<file path="src/rtl/serial_add_ctrl.sv">
// Bit-serial adder controller: adds two WIDTH-bit operands plus carry-in,
// one bit per clock (LSB first), through a single 1-bit full adder.

module full_adder (
  input  logic a_i,
  input  logic b_i,
  input  logic c_i,
  output logic s_o,
  output logic c_o
);
  // 1-bit full adder used by the serial datapath
  assign s_o = a_i ^ b_i ^ c_i;
  assign c_o = (a_i & b_i) | (c_i & (a_i ^ b_i));
endmodule

module serial_add_ctrl #(
  parameter int unsigned WIDTH = 8
) (
  input  logic             clk_i,
  input  logic             rst_ni,
  input  logic             start_i,
  input  logic [WIDTH-1:0] a_i,
  input  logic [WIDTH-1:0] b_i,
  input  logic             cin_i,
  input  logic             abort_i,
  input  logic             ack_i,
  output logic             ready_o,
  output logic             busy_o,
  output logic             done_o,
  output logic [WIDTH-1:0] sum_o,
  output logic             cout_o
);

  localparam int unsigned CW = (WIDTH > 1) ? $clog2(WIDTH) : 1;

  typedef enum logic [1:0] {
    IDLE  = 2'd0,
    SHIFT = 2'd1,
    DONE  = 2'd2
  } state_e;

  state_e           state_q, state_d;
  logic [WIDTH-1:0] a_q, a_d;
  logic [WIDTH-1:0] b_q, b_d;
  logic [WIDTH-1:0] sum_q, sum_d;
  logic             carry_q, carry_d;
  logic [CW-1:0]    cnt_q, cnt_d;
  logic             fa_s, fa_c;

  // Single full adder fed by the current operand bit and the carry flop
  full_adder u_fa (
    .a_i (a_q[cnt_q]),
    .b_i (b_q[cnt_q]),
    .c_i (carry_q),
    .s_o (fa_s),
    .c_o (fa_c)
  );

  // Next-state and datapath update
  always_comb begin
    state_d = state_q;
    a_d     = a_q;
    b_d     = b_q;
    sum_d   = sum_q;
    carry_d = carry_q;
    cnt_d   = cnt_q;
    case (state_q)
      IDLE: begin
        if (start_i) begin
          a_d     = a_i;
          b_d     = b_i;
          carry_d = cin_i;
          cnt_d   = '0;
          state_d = SHIFT;
        end
      end
      SHIFT: begin
        if (abort_i) begin
          // Abort wins over the bit operation; partial result is dropped
          sum_d   = '0;
          carry_d = 1'b0;
          cnt_d   = '0;
          state_d = IDLE;
        end else begin
          sum_d   = {fa_s, sum_q[WIDTH-1:1]};
          carry_d = fa_c;
          if (cnt_q == CW'(WIDTH - 1)) begin
            cnt_d   = '0;
            state_d = DONE;
          end else begin
            cnt_d = cnt_q + CW'(1);
          end
        end
      end
      DONE: begin
        if (ack_i) begin
          state_d = IDLE;
        end
      end
      default: begin
        // Unreachable encoding: recover to a clean IDLE
        sum_d   = '0;
        carry_d = 1'b0;
        cnt_d   = '0;
        state_d = IDLE;
      end
    endcase
  end

  // State and datapath registers with synchronous active-low reset
  always_ff @(posedge clk_i) begin
    if (!rst_ni) begin
      state_q <= IDLE;
      a_q     <= '0;
      b_q     <= '0;
      sum_q   <= '0;
      carry_q <= 1'b0;
      cnt_q   <= '0;
    end else begin
      state_q <= state_d;
      a_q     <= a_d;
      b_q     <= b_d;
      sum_q   <= sum_d;
      carry_q <= carry_d;
      cnt_q   <= cnt_d;
    end
  end

  // Status decoded from the state register; result straight from flops
  assign ready_o = (state_q == IDLE);
  assign busy_o  = (state_q == SHIFT);
  assign done_o  = (state_q == DONE);
  assign sum_o   = sum_q;
  assign cout_o  = carry_q;

endmodule

</file>
<file path="config.mk">
export PLATFORM = sky130hd
export DESIGN_NAME = serial_add_ctrl
export DESIGN_NICKNAME = d
export VERILOG_FILES = /design/src/rtl/serial_add_ctrl.sv
export SDC_FILE = /design/constraint.sdc
export NUM_CORES = 1
export LEC_CHECK = 0
export CAP_MARGIN = 20
export CORE_MARGIN = 5
export CORE_UTILIZATION = 47
export CTS_CLUSTER_SIZE = 8
export DETAILED_ROUTE_END_ITERATION = 8
export GPL_TIMING_DRIVEN = 0
export PLACE_DENSITY = 0.74
export SYNTH_ARGS = -nofsm -noshare
export SYNTH_HDL_FRONTEND = slang
export SYNTH_SLANG_ARGS = --single-unit
</file>
<file path="constraint.sdc">
create_clock -name clk_i -period 2.4 [get_ports clk_i]
set_input_delay 0.48 -clock clk_i [delete_from_list [all_inputs] [get_ports clk_i]]
set_output_delay 0.48 -clock clk_i [all_outputs]
set_load 0.02 [all_outputs]
</file>
==> impl_metrics.ini, run 1 <==
[run_status]
status = finished, final reports clean

[placement]
port-buffer-count = 33
post-dp-hpwl_mm = 2.17
gp_congestion = 0.768

[drt]
drtIter0Drc = 22
viasPerCell = 5.40
drc_errors = 0
drt_pass1_iterations = 4
wl_per_cell_um = 13.7
ant_nets = 0
highest_layer = met4
vias = 1133
route.met3.wl_um = 170
wirelength_mm = 2.87
met2_length_mm = 1.47
wl_met1_mm = 1.19

[logic_synthesis]
synth.distinct_cells = 23
postSynthAreaPerCell_um2 = 9.27
yosysWarnings = 0
synth_cells = 138
ys_seq_elements = 30
syn_area_um2 = 1280
ys_seq_area_share_pct = 47.0
syn_nets = 163

[pwr]
p_per_area_nw_per_um2 = 566
vdd_drop_max_uv = 454
p_leak_nw = 0.667
power_w = 0.000968

[cells_and_area]
fillers = 251
drive_above_1_share_pct = 10.1
area_growth_pct = 33.8
most-common-layout-cells = nand2_1, clkdlybuf4s50_1, dfxtp_1
antenna_cells = 0
register_area_um2 = 602
multi_input_area_um2 = 608
finalNetCount = 203

[setup_path]
crit_fanout = 10
crit_buf_inv = 3
path_cells = inv_1 > clkbuf_2 > nor2_1 > clkdlybuf4s50_1
critPathKind = reg2out
slowest_stage = clkdlybuf4s50_1
critPathArrivalTime_ns = 1.78
cp-end-kind = output port
critical_path.max_stage_delay_ns = 0.61
worstSetupPathDepth = 4
worst_setup_path_start_kind = register
critical_path_required_ns = 1.92
r2r_cells = 6
crit_family = buffers and inverters

[timing]
fmax_mhz = 443
final_hold_viol_count = 0
finClkSkew_ns = 0.00872
finalMaxSlewViolations = 0
worst_slew_pin_slew_ns = 0.495
fin_hold_ws_ns = 0.459
fin_crit_ns = 2.26
rsz0062_at_grt = false
finalSetupViolations = 0
final.period_utilization_pct = 94.0
setup_tns_ns = 0
max-slew-margin-rel_pct = 67.0

[floorplanning]
core_area_um2 = 2690
die_height_um = 62.2
rows = 19
die-area_um2 = 3860
initial_core_util_pct = 47.6
io_pins = 34
die_width_um = 62.2

[global_route]
gr-total-overflow = 0
grt_pass1_vias = 1088
grt_max_degree = 11
grt_pass1_wl_mm = 4.89
antenna_found_initial = 0
grt_usage_pct = 15.8

[clock_network]
clockRootBuffer = clkbuf_4
cts_hold_buf = 0
clkTransAtPathRegs_ns = 0.09
clk_latency_ns = 0.32
cts_max_level = 2
cts_sinks = 30
cts_setup_buffers = 0
clk_path_buf_depth = 2
post_cts_resized = 1
cts_tree = done
cts_buffers = 5

[min_path]
hp-class = reg2reg
whs_path_depth = 2

[flow_run]
cap_violations = 0
## metrics by stage
stage	instance area, um^2	setup slack [ns]	std cells	util [%]
finish	1710	0.144	210	63.7
global route	1710	0.0629	210	63.7
CTS	1710	0.0759	210	63.6
detailed placement	1650	0.238	202	61.3
global placement	1650	0.274	202	61.3
floorplan	1280	0.405	138	-
## flip-flops by register name, summed over array words and instances (netlist names)
name     flops
cout_o       1
sum_o        8
cnt_q        3
state_q      2
b_q          8
a_q          8
## cells in the mapped netlist
master,count,area (um^2)
a32oi_1,2,17.5
clkbuf_1,4,15.0
a31oi_1,1,6.26
nor2_1,14,52.6
inv_1,4,15.0
mux2_2,2,22.5
nor3b_4,1,18.8
nand2b_1,1,6.26
or3b_1,1,8.76
mux4_1,4,105
a21oi_1,18,90.1
buf_4,1,7.51
nand3_1,2,10.0
dfxtp_1,30,601
buf_6,2,22.5
buf_2,2,10.0
nand3b_1,2,15.0
a22oi_1,9,67.6
fa_1,1,20.0
nor3b_2,1,12.5
nor2b_1,1,6.26
ha_1,2,25.0
nand2_1,33,124
## layer usage
| layer | vias to the layer above | GRT usage, % |
|---|---|---|
| met4 | 0 | 5.69 |
| met2 | 32 | 27.2 |
| met3 | 5 | 6.13 |
| met1 | 540 | 17.4 |
| li1 | 556 | - |
| met5 | - | 0 |
## report_power, final
group / leakage (nW) / internal, W / switching [W]
clock network: 0.0353 / 0.000142 / 0.000165
logic: 0.386 / 0.0000717 / 0.0000616
registers: 0.245 / 0.000517 / 0.0000114
total: 0.667 / 0.000731 / 0.000238
## kinds of logic after synthesis
logic type	after synthesis	synth area share, %
muxes	6	9.98
AOI/OAI and AO/OA	30	14.2
DFF	30	47.0
buffers and inverters	13	5.48
adders and majority gates	3	3.52
and+or+nand+nor	56	19.9
## worst register-to-register path: stages (launching register included)
cell     delay (ns)
dfxtp_1        0.38
buf_6          0.15
mux4_1         0.56
mux2_2         0.30
fa_1           0.46
a22oi_1        0.15
nor2_1         0.05
## cell type report
cell class,count,share of cell area [%]
flip-flops and latches,30,35.2
clock inverters,1,0.293
repair buffers,33,19.3
multi-input cells,95,35.6
inverters,4,0.878
plain buffers,9,3.29
well taps,31,2.27
clock buffers,7,3.22
## path summary, 6_finish.rpt
check / end / slack, ns / startpoint
setup / recovery: busy_o / 0.14 / state_q[0]
setup reg to reg: sum_o[7] / 0.23 / cnt_q[0]
hold / removal: a_q[5] / 0.46 / a_q[5]
hold reg to reg: a_q[5] / 0.46 / a_q[5]
(Power assumes the default switching activity.)
==> run 2: changes to the inputs <==
--- a/config.mk
+++ b/config.mk
@@ -6,6 +6,7 @@
 export NUM_CORES = 1
 export LEC_CHECK = 0
 export CAP_MARGIN = 20
+export CORE_ASPECT_RATIO = 0.7
 export CORE_MARGIN = 5
 export CORE_UTILIZATION = 47
 export CTS_CLUSTER_SIZE = 8
==> run 2 against run 1 <==
- via count fell by 0.53%
- count of clock-buffer cells in the layout did not move
- sequential power barely moved
- critical endpoint unchanged
- largest cell class unchanged
- largest power group unchanged
==> impl_metrics.ini, run 2 (synthesized netlist as in run 1, its figures left out) <==
[run_status]
status = finished, final reports clean

[placement]
gp_congestion = 0.744
pre_cts_slack_ns = 0.266
port-buffer-count = 33
placed_area_um2 = 1650
post-dp-hpwl_mm = 2.28

[timing]
final_hold_viol_count = 0
setup_tns_ns = 0
finalSetupViolations = 0
finClkSkew_ns = 0.00630
fin_crit_ns = 2.22
final.period_utilization_pct = 92.3
rsz0062_at_grt = false
max-slew-margin-rel_pct = 68.7
worst_slack_ns = 0.185
fmax_mhz = 451
finalMaxSlewViolations = 0
worst_slew_pin_slew_ns = 0.469

[clock_network]
clkTransAtPathRegs_ns = 0.06
cts_tree = done
clk_path_buf_depth = 2
cts_setup_buffers = 0
cts_max_level = 2
cts_buffers = 5
cts_sinks = 30
clockRootBuffer = clkbuf_8
clk_latency_ns = 0.28

[global_route]
antenna_found_initial = 0
grt_usage_pct = 17.6
grt_pass1_wl_mm = 5.10
gr-total-overflow = 0
grt_max_degree = 11
grt_pass1_vias = 1150

[cells_and_area]
antenna_cells = 0
fillers = 220
most-common-layout-cells = nand2_1, clkdlybuf4s50_1, dfxtp_1
drive_above_1_share_pct = 8.99
finalNetCount = 203
final_area_um2 = 1730
area_growth_pct = 35.3

[drt]
drtIter0Drc = 57
drc_errors = 0
viasPerCell = 5.32
ant_nets = 0
drt_pass1_iterations = 4
wirelength_mm = 3.01
wl_per_cell_um = 14.2
vias = 1127

[pwr]
clockPowerShare_pct = 35.5
vdd_drop_max_uv = 329
combPwrFrac_pct = 13.0
p_per_area_nw_per_um2 = 595
pwr-share-seq_pct = 51.5
p_switching_w = 0.000241
swShare_pct = 23.4
p_leak_nw = 0.670
cellInternalPower_w = 0.000789

[flow_run]
cap_violations = 0

[setup_path]
critical_path_required_ns = 1.92
crit_fanout = 10
regToRegStartpoint = cnt_q[0]
critPathKind = reg2out
r2r_cells = 6
cp-end-kind = output port
critPathArrivalTime_ns = 1.74
rr_endpoint = sum_o[7]
r2r_slack_ns = 0.25
worst_setup_path_start_kind = register

[floorplanning]
initial_core_util_pct = 50.5
die_height_um = 53.6
rows = 15
die-area_um2 = 3880
core_area_um2 = 2530
die_width_um = 72.3
io_pins = 34

[min_path]
hold_start = a_q[5]
hold_end = a_q[5]
whs_path_depth = 2
hp-class = reg2reg
[run 2: cell types whose count changed in the layout (fill, tap and decap cells not counted), sizes merged]
cell    previous run  this run
clkinv             1         0
[run 2: worst max path at each step]
stage	start	to	slack (ns)	depth (start not counted)
floorplan	cnt_q[0]	sum_o[7]	0.40	6
global placement	cnt_q[0]	sum_o[7]	0.29	6
detailed placement	cnt_q[0]	sum_o[7]	0.27	6
global route	state_q[0]	busy_o	0.10	4
CTS	state_q[0]	busy_o	0.04	4
finish	state_q[0]	busy_o	0.18	4
[run 2: layer usage]
layer / track usage, % / routed length [um]
met4: 9.38 / 95
met2: 29.6 / 1410
met1: 21.0 / 1310
met5: 0 / 0
met3: 4.66 / 196
[run 2: per-stage QoR]
step | cells | utilization, % | total power, W | hold slack [ns]
floorplan | 138 | - | 0.000611 | 0.432
global placement | 205 | 65.2 | 0.000669 | 0.438
detailed placement | 205 | 65.2 | 0.000674 | 0.449
CTS | 212 | 68.2 | 0.00104 | 0.456
global route | 212 | 68.3 | 0.00108 | 0.483
finish | 212 | 68.3 | 0.00103 | 0.453
[run 2: cell type report]
| class | instances | area, um^2 | area share [%] |
|---|---|---|---|
| timing repair buffer | 33 | 330 | 19.1 |
| inverter | 4 | 15.0 | 0.868 |
| sequential | 30 | 602 | 34.8 |
| multi-input combinational | 95 | 608 | 35.1 |
| tap | 34 | 42.5 | 2.46 |
| clock buffer | 7 | 76.3 | 4.41 |
| buffer | 9 | 56.3 | 3.25 |
[run 2: timing repair]
| item | CTS | global route |
|---|---|---|
| hold buffers | 0 | 0 |
| resized for setup | 0 | 3 |
| setup endpoints to repair | 0 | 1 |
[run 2: critical path, stage by stage (launching register included)]
cell	delay, ns
dfxtp_2	0.38
inv_1	0.12
clkbuf_2	0.22
nor2_1	0.12
clkdlybuf4s50_1	0.61
[run 2: power groups by stage]
stage	clock [W]	combinational [W]	sequential, W
2_1_floorplan	0	0.0000718	0.000539
3_3_place_gp	0	0.000130	0.000539
3_5_place_dp	0	0.000133	0.000541
4_1_cts	0.000371	0.000134	0.000530
5_1_grt	0.000396	0.000147	0.000533
6_report	0.000365	0.000134	0.000530
==> run 3: changes to the inputs <==
--- a/config.mk
+++ b/config.mk
@@ -11,6 +11,7 @@
 export CORE_UTILIZATION = 47
 export CTS_CLUSTER_SIZE = 8
 export DETAILED_ROUTE_END_ITERATION = 8
+export GPL_ROUTABILITY_DRIVEN = 0
 export GPL_TIMING_DRIVEN = 0
 export PLACE_DENSITY = 0.74
 export SYNTH_ARGS = -nofsm -noshare
==> constraint.sdc (replaced) <==
create_clock -name clk_i -period 2.43 [get_ports clk_i]
set_input_delay 0.486 -clock clk_i [delete_from_list [all_inputs] [get_ports clk_i]]
set_output_delay 0.486 -clock clk_i [all_outputs]
set_load 0.02 [all_outputs]
==> run 3 against run 2 <==
- utilization down 0.25 points
- final cell count down 0.47%
- die area unchanged
- final area down 0.36%
- clock power down 1%
- largest cell class unchanged
==> impl_metrics.ini, run 3 (synthesized netlist as in run 1, its figures left out) <==
[run_status]
status = finished, final reports clean

[floorplanning]
io_pins = 34
die_height_um = 53.6
core_area_um2 = 2530
die_width_um = 72.3
rows = 15
die-area_um2 = 3880
initial_core_util_pct = 50.5

[setup_path]
r2r_cells = 6
cp-end-kind = output port
critPathKind = reg2out
critical_path.max_stage_delay_ns = 0.61
critical_path_required_ns = 1.94
worstSetupPathDepth = 3
slowest_stage = clkdlybuf4s50_1
crit_buf_inv = 2
r2r_slack_ns = 0.28
path_cells = inv_1 > nor2_1 > clkdlybuf4s50_1
crit_family = buffers and inverters
critPathArrivalTime_ns = 1.75
crit_fanout = 14
worst_setup_path_start_kind = register

[clock_network]
clk_latency_ns = 0.28
post_cts_resized = 0
clk_path_buf_depth = 2
cts_max_level = 2
clkTransAtPathRegs_ns = 0.06
cts_sinks = 30
cts_buffers = 5
cts_hold_buf = 0
cts_tree = done
clockRootBuffer = clkbuf_8

[timing]
rsz0062_at_grt = false
finalSetupViolations = 0
setup_tns_ns = 0
worst_slew_pin_slew_ns = 0.470
fmax_mhz = 448
finalMaxSlewViolations = 0
finClkSkew_ns = 0.00648
final_hold_viol_count = 0
fin_crit_ns = 2.23
final.period_utilization_pct = 91.9
max-slew-margin-rel_pct = 68.7

[drt]
drtIter0Drc = 65
ant_nets = 0
wirelength_mm = 3.01
highest_layer = met4
wl_per_cell_um = 14.3
drt_pass1_iterations = 4
route.met3.wl_um = 197
viasPerCell = 5.38
met2_length_mm = 1.41
drc_errors = 0
vias = 1135
wl_met1_mm = 1.33

[placement]
port-buffer-count = 33
post-dp-hpwl_mm = 2.28

[global_route]
grt_pass1_wl_mm = 5.10
grt_max_degree = 11
antenna_found_initial = 0
grt_pass1_vias = 1150
gr-total-overflow = 0
grt_usage_pct = 17.6

[pwr]
power_w = 0.00102
vdd_drop_max_uv = 324
p_per_area_nw_per_um2 = 589
p_leak_nw = 0.666

[cells_and_area]
antenna_cells = 0
finalNetCount = 202
most-common-layout-cells = nand2_1, clkdlybuf4s50_1, dfxtp_1
area_growth_pct = 34.8
drive_above_1_share_pct = 7.91

[flow_run]
cap_violations = 0

[min_path]
hp-class = reg2reg
whs_path_depth = 2
[run 3: changes by cell type in the layout (fill, tap and decap cells not counted)]
cell	previous run	this run
clkbuf_2	1	0
dfxtp_2	1	0
dfxtp_1	29	30
[run 3: power by group]
| part | switching (W) | leakage, nW | internal, W | total, W |
|---|---|---|---|---|
| Clock | 0.000165 | 0.0383 | 0.000196 | 0.000361 |
| Combinational | 0.0000612 | 0.382 | 0.0000699 | 0.000131 |
| Sequential | 0.0000120 | 0.245 | 0.000512 | 0.000524 |
| Total | 0.000238 | 0.666 | 0.000778 | 0.00102 |
[run 3: layout make-up]
type	count	area (um^2)
clock buffer	7	76.3
timing repair buffer	33	330
inverter	4	15.0
tap	34	42.5
buffer	8	51.3
multi-input combinational	95	608
sequential	30	601
fill	221	810
[run 3: metrics by stage]
step / instance area [um^2] / setup WS (ns) / hold WS (ns) / cells / utilization [%]
floorplan: 1280 / 0.435 / 0.432 / 138 / -
global placement: 1650 / 0.321 / 0.438 / 205 / 65.2
detailed placement: 1650 / 0.296 / 0.449 / 205 / 65.2
CTS: 1730 / 0.0603 / 0.456 / 212 / 68.2
global route: 1720 / 0.0657 / 0.483 / 211 / 68.0
finish: 1720 / 0.197 / 0.453 / 211 / 68.0
[run 3: worst paths after layout]
path,from,end
max,state_q[0],busy_o
min,a_q[5],a_q[5]
min reg2reg,a_q[5],a_q[5]
max reg2reg,cnt_q[0],sum_o[7]
[run 3: what timing repair did]
action | CTS | global route
endpoints found under the setup margin | 0 | 1
setup buffers | 0 | 0
hold endpoints to repair | 0 | 0
[run 3: worst min-delay path: stages (launching register included)]
cell	delay, ns
dfxtp_1	0.31
nand2_1	0.05
a21oi_1	0.05
[run 3: routing by layer]
metal  vias to the layer above  track usage (%)
met5                         -                0
met1                       524             21.0
met2                        50             29.6
met3                        11             4.66
li1                        550                -
met4                         0             9.38
